File: config.mk
export PLATFORM = sky130hd
export DESIGN_NAME = btn_debounce
export DESIGN_NICKNAME = d
export VERILOG_FILES = /design/src/rtl/btn_debounce.sv
export SDC_FILE = /design/constraint.sdc
export NUM_CORES = 1
export LEC_CHECK = 0
export CAP_MARGIN = 20
export CELL_PAD_IN_SITES_DETAIL_PLACEMENT = 0
export CELL_PAD_IN_SITES_GLOBAL_PLACEMENT = 1
export CORE_UTILIZATION = 40
export CTS_CLUSTER_DIAMETER = 150
export DETAILED_ROUTE_END_ITERATION = 8
export PLACE_DENSITY_LB_ADDON = 0.08
export SKIP_CTS_REPAIR_TIMING = 1
export SYNTH_ARGS = -nofsm -noshare
export SYNTH_HDL_FRONTEND = slang
export SYNTH_HIERARCHICAL = 1
export SYNTH_SLANG_ARGS = --single-unit
File: constraint.sdc
create_clock -name clock -period 5 [get_ports clock]
set_clock_uncertainty 0.15 [all_clocks]
set_input_delay 1 -clock clock [delete_from_list [all_inputs] [get_ports clock]]
set_output_delay 1 -clock clock [all_outputs]
set_load 0.1 [all_outputs]
File: src/rtl/btn_debounce.sv
// Multi-channel push-button conditioner: two-flop synchroniser, bounce filter,
// and registered press/release/long-press pulses for every channel.

module btn_debounce_lane #(
    parameter int NB_CNT          = 20,
    parameter int DEBOUNCE_CYCLES = 1000000,
    parameter int HOLD_CYCLES     = 1000000
) (
    input  logic clock,
    input  logic i_reset,
    input  logic i_btn,
    output logic o_level,
    output logic o_press,
    output logic o_release,
    output logic o_hold,
    output logic o_press_next
);

    localparam logic [NB_CNT-1:0] DB_LAST   = NB_CNT'(DEBOUNCE_CYCLES - 1);
    localparam logic [NB_CNT-1:0] HOLD_LAST = NB_CNT'(HOLD_CYCLES - 1);
    localparam logic [NB_CNT-1:0] CNT_ONE   = NB_CNT'(1);

    logic              r_sync1;
    logic              r_sync2;
    logic              r_level;
    logic [NB_CNT-1:0] r_cnt;
    logic              r_press;
    logic              r_release;
    logic [NB_CNT-1:0] r_hcnt;
    logic              r_fired;
    logic              r_hold;

    logic              w_diff;
    logic              w_accept;

    assign w_diff       = (r_sync2 != r_level);
    assign w_accept     = w_diff && (r_cnt == DB_LAST);
    assign o_press_next = w_accept && r_sync2;

    always_ff @(posedge clock) begin
        if (i_reset) begin
            r_sync1 <= 1'b0;
            r_sync2 <= 1'b0;
        end else begin
            r_sync1 <= i_btn;
            r_sync2 <= r_sync1;
        end
    end

    // Any sample that agrees with the stable level restarts the count.
    always_ff @(posedge clock) begin
        if (i_reset) begin
            r_level   <= 1'b0;
            r_cnt     <= '0;
            r_press   <= 1'b0;
            r_release <= 1'b0;
        end else begin
            r_press   <= w_accept && r_sync2;
            r_release <= w_accept && !r_sync2;
            if (!w_diff) begin
                r_cnt <= '0;
            end else if (w_accept) begin
                r_cnt   <= '0;
                r_level <= r_sync2;
            end else begin
                r_cnt <= r_cnt + CNT_ONE;
            end
        end
    end

    // The press edge sees the old level (0), so it clears the hold state too.
    // A release accepted on the terminal hold cycle wins over the hold pulse.
    always_ff @(posedge clock) begin
        if (i_reset || !r_level || w_accept) begin
            r_hcnt  <= '0;
            r_fired <= 1'b0;
            r_hold  <= 1'b0;
        end else if (!r_fired && (r_hcnt == HOLD_LAST)) begin
            r_fired <= 1'b1;
            r_hold  <= 1'b1;
        end else begin
            r_hold <= 1'b0;
            if (!r_fired) begin
                r_hcnt <= r_hcnt + CNT_ONE;
            end
        end
    end

    assign o_level   = r_level;
    assign o_press   = r_press;
    assign o_release = r_release;
    assign o_hold    = r_hold;

endmodule

module btn_debounce #(
    parameter int NB_BTN          = 4,
    parameter int NB_CNT          = 20,
    parameter int DEBOUNCE_CYCLES = 1000000,
    parameter int HOLD_CYCLES     = 1000000
) (
    input  logic              clock,
    input  logic              i_reset,
    input  logic [NB_BTN-1:0] i_btn,
    output logic [NB_BTN-1:0] o_level,
    output logic [NB_BTN-1:0] o_press,
    output logic [NB_BTN-1:0] o_release,
    output logic [NB_BTN-1:0] o_hold,
    output logic              o_press_any
);

    logic [NB_BTN-1:0] w_press_next;
    logic              r_press_any;

    for (genvar gi = 0; gi < NB_BTN; gi++) begin : g_lane
        btn_debounce_lane #(
            .NB_CNT          (NB_CNT),
            .DEBOUNCE_CYCLES (DEBOUNCE_CYCLES),
            .HOLD_CYCLES     (HOLD_CYCLES)
        ) u_lane (
            .clock        (clock),
            .i_reset      (i_reset),
            .i_btn        (i_btn[gi]),
            .o_level      (o_level[gi]),
            .o_press      (o_press[gi]),
            .o_release    (o_release[gi]),
            .o_hold       (o_hold[gi]),
            .o_press_next (w_press_next[gi])
        );
    end

    // Registered from the lanes' next-press terms so it lines up with o_press.
    always_ff @(posedge clock) begin
        if (i_reset) begin
            r_press_any <= 1'b0;
        end else begin
            r_press_any <= |w_press_next;
        end
    end

    assign o_press_any = r_press_any;

endmodule

== After elaboration in Yosys (flattened, before gate mapping) ==
Index checks and enable logic that the tools add are counted.

* Add/sub/neg operators: 8
* Multiply operators: 0
* Div/mod/pow operators: 0
* Order comparisons: 0
* Equal/unequal tests: 12
* Shifts and indexed selects: 0
* Mux-type cells: 4
* Bitwise logic cells: 12
* Reductions and logical operators: 49

{| class="wikitable"
|+ Operators by type and width
! cell !! count
|-
| 20-bit by 1-bit adder with 20-bit output (second input constant) || 8
|-
| 20-bit equality test (second input constant) || 8
|-
| 1-bit logical AND || 16
|-
| 2-bit AND reduction || 8
|-
| 1-bit zero test || 12
|-
| 1-bit inverter || 12
|-
| 3-bit OR reduction || 4
|-
| 1-bit logical OR || 8
|-
| 1-bit two-way mux || 4
|-
| 1-bit inequality test || 4
|-
| 4-bit OR reduction || 1
|}

* Bits in registers: 189
* Bits in latches: 0
* Bits in writable memories: 0
* Bits in read-only memories: 0
* Input bits: 6
* Output and inout bits: 17
* Word-level logic and storage cells: 122
* Memories: 0

== Depth between registers and ports, before layout ==
* Word-level depth: 4
* Mapped depth: 7
* Mapped depth without buffers: 7

== By module ==
The synthesis kept the hierarchy.

{| class="wikitable"
|+ Modules (own cells, without submodules)
! module !! times used !! cells an instance !! area each (um^2) !! sequential area each (um^2)
|-
| btn_debounce_lane || 4 || 255 || 2249.7 || 940.9
|-
| btn_debounce || 1 || 3 || 30.0 || 20.0
|}

== Worst setup path before layout ==
OpenSTA, ideal clock, no wires.

* Path type: reg-to-reg
* Start: register g_lane[0].u_lane.r_cnt[7]
* End: register g_lane[0].u_lane.r_hcnt[2]
* Library setup time: 135 ps
* Arrival time: 1851 ps
* Data required time: 4715 ps
* Setup slack: 2864 ps
* Cell stages (with the launch flop): 6
* Path buffers: 1
* Clock period less this slack: 2136 ps
* Path through: dfxtp_1 > or4b_1 > or4_4 > o31ai_4 > buf_6 > a211oi_2

* Word-level cells in the longest chain between the ends: 3

{| class="wikitable"
|+ Ends and longest elaborated chain
! element !! line !! source
|-
| from (decl) || 26 || <nowiki>logic [NB_CNT-1:0] r_cnt;</nowiki>
|-
| from (signal assigned) || 66 || <nowiki>r_cnt <= r_cnt + CNT_ONE;</nowiki>
|-
| 20-bit equality test || 37 || <nowiki>assign w_accept = w_diff && (r_cnt == DB_LAST);</nowiki>
|-
| 1-bit logical AND || 37 ||
|-
| 1-bit logical OR || 74 || <nowiki>if (i_reset || !r_level || w_accept) begin</nowiki>
|-
| to (signal assigned) || 84 || <nowiki>r_hcnt <= r_hcnt + CNT_ONE;</nowiki>
|-
| to (decl) || 29 || <nowiki>logic [NB_CNT-1:0] r_hcnt;</nowiki>
|}

No other way between the ends.
A chain may end at the register's enable or synchronous reset.

== Worst setup path after layout ==
* Start: register g_lane[1].u_lane.r_level
* End: output o_level[1]

{| class="wikitable"
|+ RTL lines
! element !! line !! source
|-
| from (decl) || 25 || <nowiki>logic r_level;</nowiki>
|-
| from (signal assigned) || 64 || <nowiki>r_level <= r_sync2;</nowiki>
|-
| to (decl) || 105 || <nowiki>output logic [NB_BTN-1:0] o_level,</nowiki>
|}

No word-level cell between the ends.

==> out/qor.yml <==
place:
  dp.final_hpwl_um: 12700
  placed_cell_area_sq_um: 9380
  port_buffers: 22
  gp_congestion: 0.720
logic_synthesis:
  synth_warnings: 6
  synth_area_leaders: "dfxtp_1, a21oi_1, xnor2_1"
  netlist_area_sq_um: 9030
  synthDistinctLibCells: 46
  ys_seq_area_share_pct: 41.9
  yosysTopAreaCellShare_pct: 41.9
  post-synth-top-count-cell: "dfxtp_1"
  synth-async-reset-ratio_pct: 0
  syn_inst: 1023
  synth_ff_type: "dfxtp_1"
  synth_edf_count: 0
  synth_commonest_cells: "dfxtp_1, nor2_1, a21oi_1"
  yosys.area.top_type: "dfxtp_1"
  avgSynthCellArea_sq_um: 8.83
  synth-seq-cells: 189
  synthesis.nets: 1037
setup_path:
  crit_path_start_kind: "flip-flop"
  path_delay_family: "buffers and inverters"
  rr_endpoint: "g_lane[2].u_lane/o_hold"
  worst-path-buf-inv: 1
  arrival_ps: 1990
  worst_r2r_path_depth: 4
  critPathCaptureType: "primary output"
  path_max_fanout: 5
  cp_slowest_cell: "clkdlybuf4s50_1"
  cp.required_ps: 3850
  crit_chain: "clkdlybuf4s50_1"
  cpPeakStageDelay_ps: 1160
  r2r-start: "g_lane[2].u_lane/r_cnt[7]"
  crit_type: "reg -> out"
  r2r_slack_ps: 2220
detailed_routing:
  wl_per_cell_um: 14.2
  drt-initial-drc-count: 335
  antenna_left: 0
  drc: 1
  vias: 7240
  viasPerCell: 5.49
  dr.pass1.iters: 6
  wirelength_um: 18700
timing:
  layout_min_cycle_time_ps: 3140
  tightest_slew_ps: 1050
  rsz0062_at_grt: "no"
  fin_crit_sh_pct: 62.8
  max-slew-margin-rel_pct: 29.8
  fmax_mhz: 318
  holdWs_ps: 290
  setup_tns_ps: 0
  setup_viol: 0
  finalHoldViolCount: 0
  maxSlewViolCount: 0
power_and_ir_drop:
  p_int_mw: 2.31
  power_frac_seq_pct: 51.4
  p_switching_uw: 631
  switching_share_pct: 21.5
  combPwrFrac_pct: 0.7
  p_leak_nw: 2.75
  power_density_nw_per_um2: 295
  vdd_ir_drop_max_v: 0.000155
  clkPwrFrac_pct: 48.0
floorplanning:
  rows: 54
  start_util_pct: 41.1
  die_w_um: 152
  pin_count: 23
  core_area_sq_um: 22000
  die-area_sq_um: 23200
  die_h_um: 152
worst_hold_path:
  whs_endpoint: "g_lane[0].u_lane/r_sync2"
  hold_depth: 1
  hold_path_startpoint: "g_lane[0].u_lane/r_sync1"
  hold_path_class: "reg -> reg"
cells_and_area:
  syn2layout_area_growth_pct: 10.6
  final_area_sq_um: 9990
  diodes: 0
  fillers: 2162
  drive_gt1_share_pct: 9.43
  nets: 1041
grt:
  antenna_found_initial: 0
  grt_first_pass_wirelength_um: 32500
  first_global_vias: 6690
  grt_overflow: 0
  grtUsageTotal_pct: 16.7
  grt_max_degree: 23
clocking:
  clk_pin_slew_worst_paths_ps: 70
  clock_latency_ps: 430
  clockRootBuffer: "clkbuf_16"
  clkSinkCount: 189
  h-tree-depth: 4
  cts_buffers: 17
  cts_tree: "done"
  clockBufferDepth: 2
outcome:
  status: "complete, but fails checks"
  failed_checks: "DRC"
run:
  max_cap_viol_count: 0
## flip-flops by register name (all words and copies together), names as in the netlist
name and count:
g_lane.u_lane/r_sync2 4, g_lane.u_lane/r_hcnt 80, g_lane.u_lane/r_fired 4, g_lane.u_lane/o_release 4, g_lane.u_lane/r_sync1 4, g_lane.u_lane/r_cnt 80
o_press_any 1, g_lane.u_lane/o_level 4, g_lane.u_lane/o_press 4, g_lane.u_lane/o_hold 4
## cell families (layout without fill, tap and decap cells)
| kind of cell | count (synthesis) | after routing | share of synthesized area [%] |
|---|---|---|---|
| AO/OA/AOI/OAI | 192 | 192 | 13.5 |
| XOR/XNOR | 68 | 68 | 6.60 |
| adder cells (fa/ha/maj) | 8 | 8 | 1.11 |
| buffers and inverters | 80 | 96 | 4.32 |
| flip-flops | 189 | 189 | 41.9 |
| AND/OR/NAND/NOR | 486 | 486 | 32.6 |
## power by group through the flow
stage | Clock [mW] | Sequential (mW) | Combinational (mW)
floorplan | 0 | 1.55 | 0.0111
global placement | 0 | 1.55 | 0.0204
detailed placement | 0 | 1.55 | 0.0204
CTS | 1.46 | 1.51 | 0.0204
global route | 1.52 | 1.51 | 0.0220
finish | 1.41 | 1.51 | 0.0196
## through the flow
| step | total power [mW] | util (%) | cells | worst slack [ps] |
|---|---|---|---|---|
| floorplan | 1.56 | - | 1023 | 2860 |
| global placement | 1.57 | 42.7 | 1288 | 2110 |
| detailed placement | 1.57 | 42.7 | 1288 | 2070 |
| CTS | 2.99 | 45.5 | 1319 | 1820 |
| global route | 3.06 | 45.5 | 1319 | 1790 |
| finish | 2.94 | 45.5 | 1319 | 1860 |
## worst register-to-register path, cell delays in order (launching register included)
cell and delay, ps:
dfxtp_1 370, or4b_1 540, or4_4 560, o31ai_4 860
nor4_1 140
## layer usage
layer | up-vias | GRT usage, % | wire length (um)
li1 | 3767 | - | -
met1 | 3396 | 23.2 | 9810
met2 | 61 | 26.3 | 8350
met3 | 16 | 3.16 | 369
met4 | 0 | 4.71 | 187
met5 | - | 0 | 0
## worst max path at each step
stage,from,to,slack [ps],depth (start not counted)
finish,g_lane[1].u_lane/o_level,o_level[1],1860,1
global route,g_lane[0].u_lane/o_level,o_level[0],1790,1
CTS,g_lane[1].u_lane/o_level,o_level[1],1820,1
detailed placement,i_reset,g_lane[0].u_lane/o_hold,2070,6
global placement,i_reset,g_lane[0].u_lane/o_hold,2110,6
floorplan,g_lane[0].u_lane/r_cnt[7],g_lane[0].u_lane/r_hcnt[2],2860,5
## cell type report
type                            instances  area (sq um)  share of cell area (%)
Clock buffer                           17           425                    4.26
Tap cell                              280           350                    3.51
Multi-Input combinational cell        754          4850                    48.6
Sequential cell                       189          3780                    37.9
Inverter                               40           150                    1.50
Clock inverter                         14           181                    1.82
Timing Repair Buffer                   25           243                    2.43
## cells in the final DEF (no fill, tap or decap), types with 12 or more instances in the layout
cell type and instances:
nand3_1 56, nor2b_1 12, clkdlybuf4s50_1 22, clkbuf_16 17, dfxtp_1 189, nor2_1 97, inv_1 40, o21ai_0 40
or4b_2 12, xor2_1 20, nand4_1 40, a31oi_1 12, and2_1 16, nor4_1 21, nand3b_1 16, nand2_1 44
xnor2_1 48, and3_1 16, or3_1 28, or4_1 20, nor3_1 20, o31ai_1 12, and4_1 16, a21oi_1 96
(Power assumes the default switching activity.)
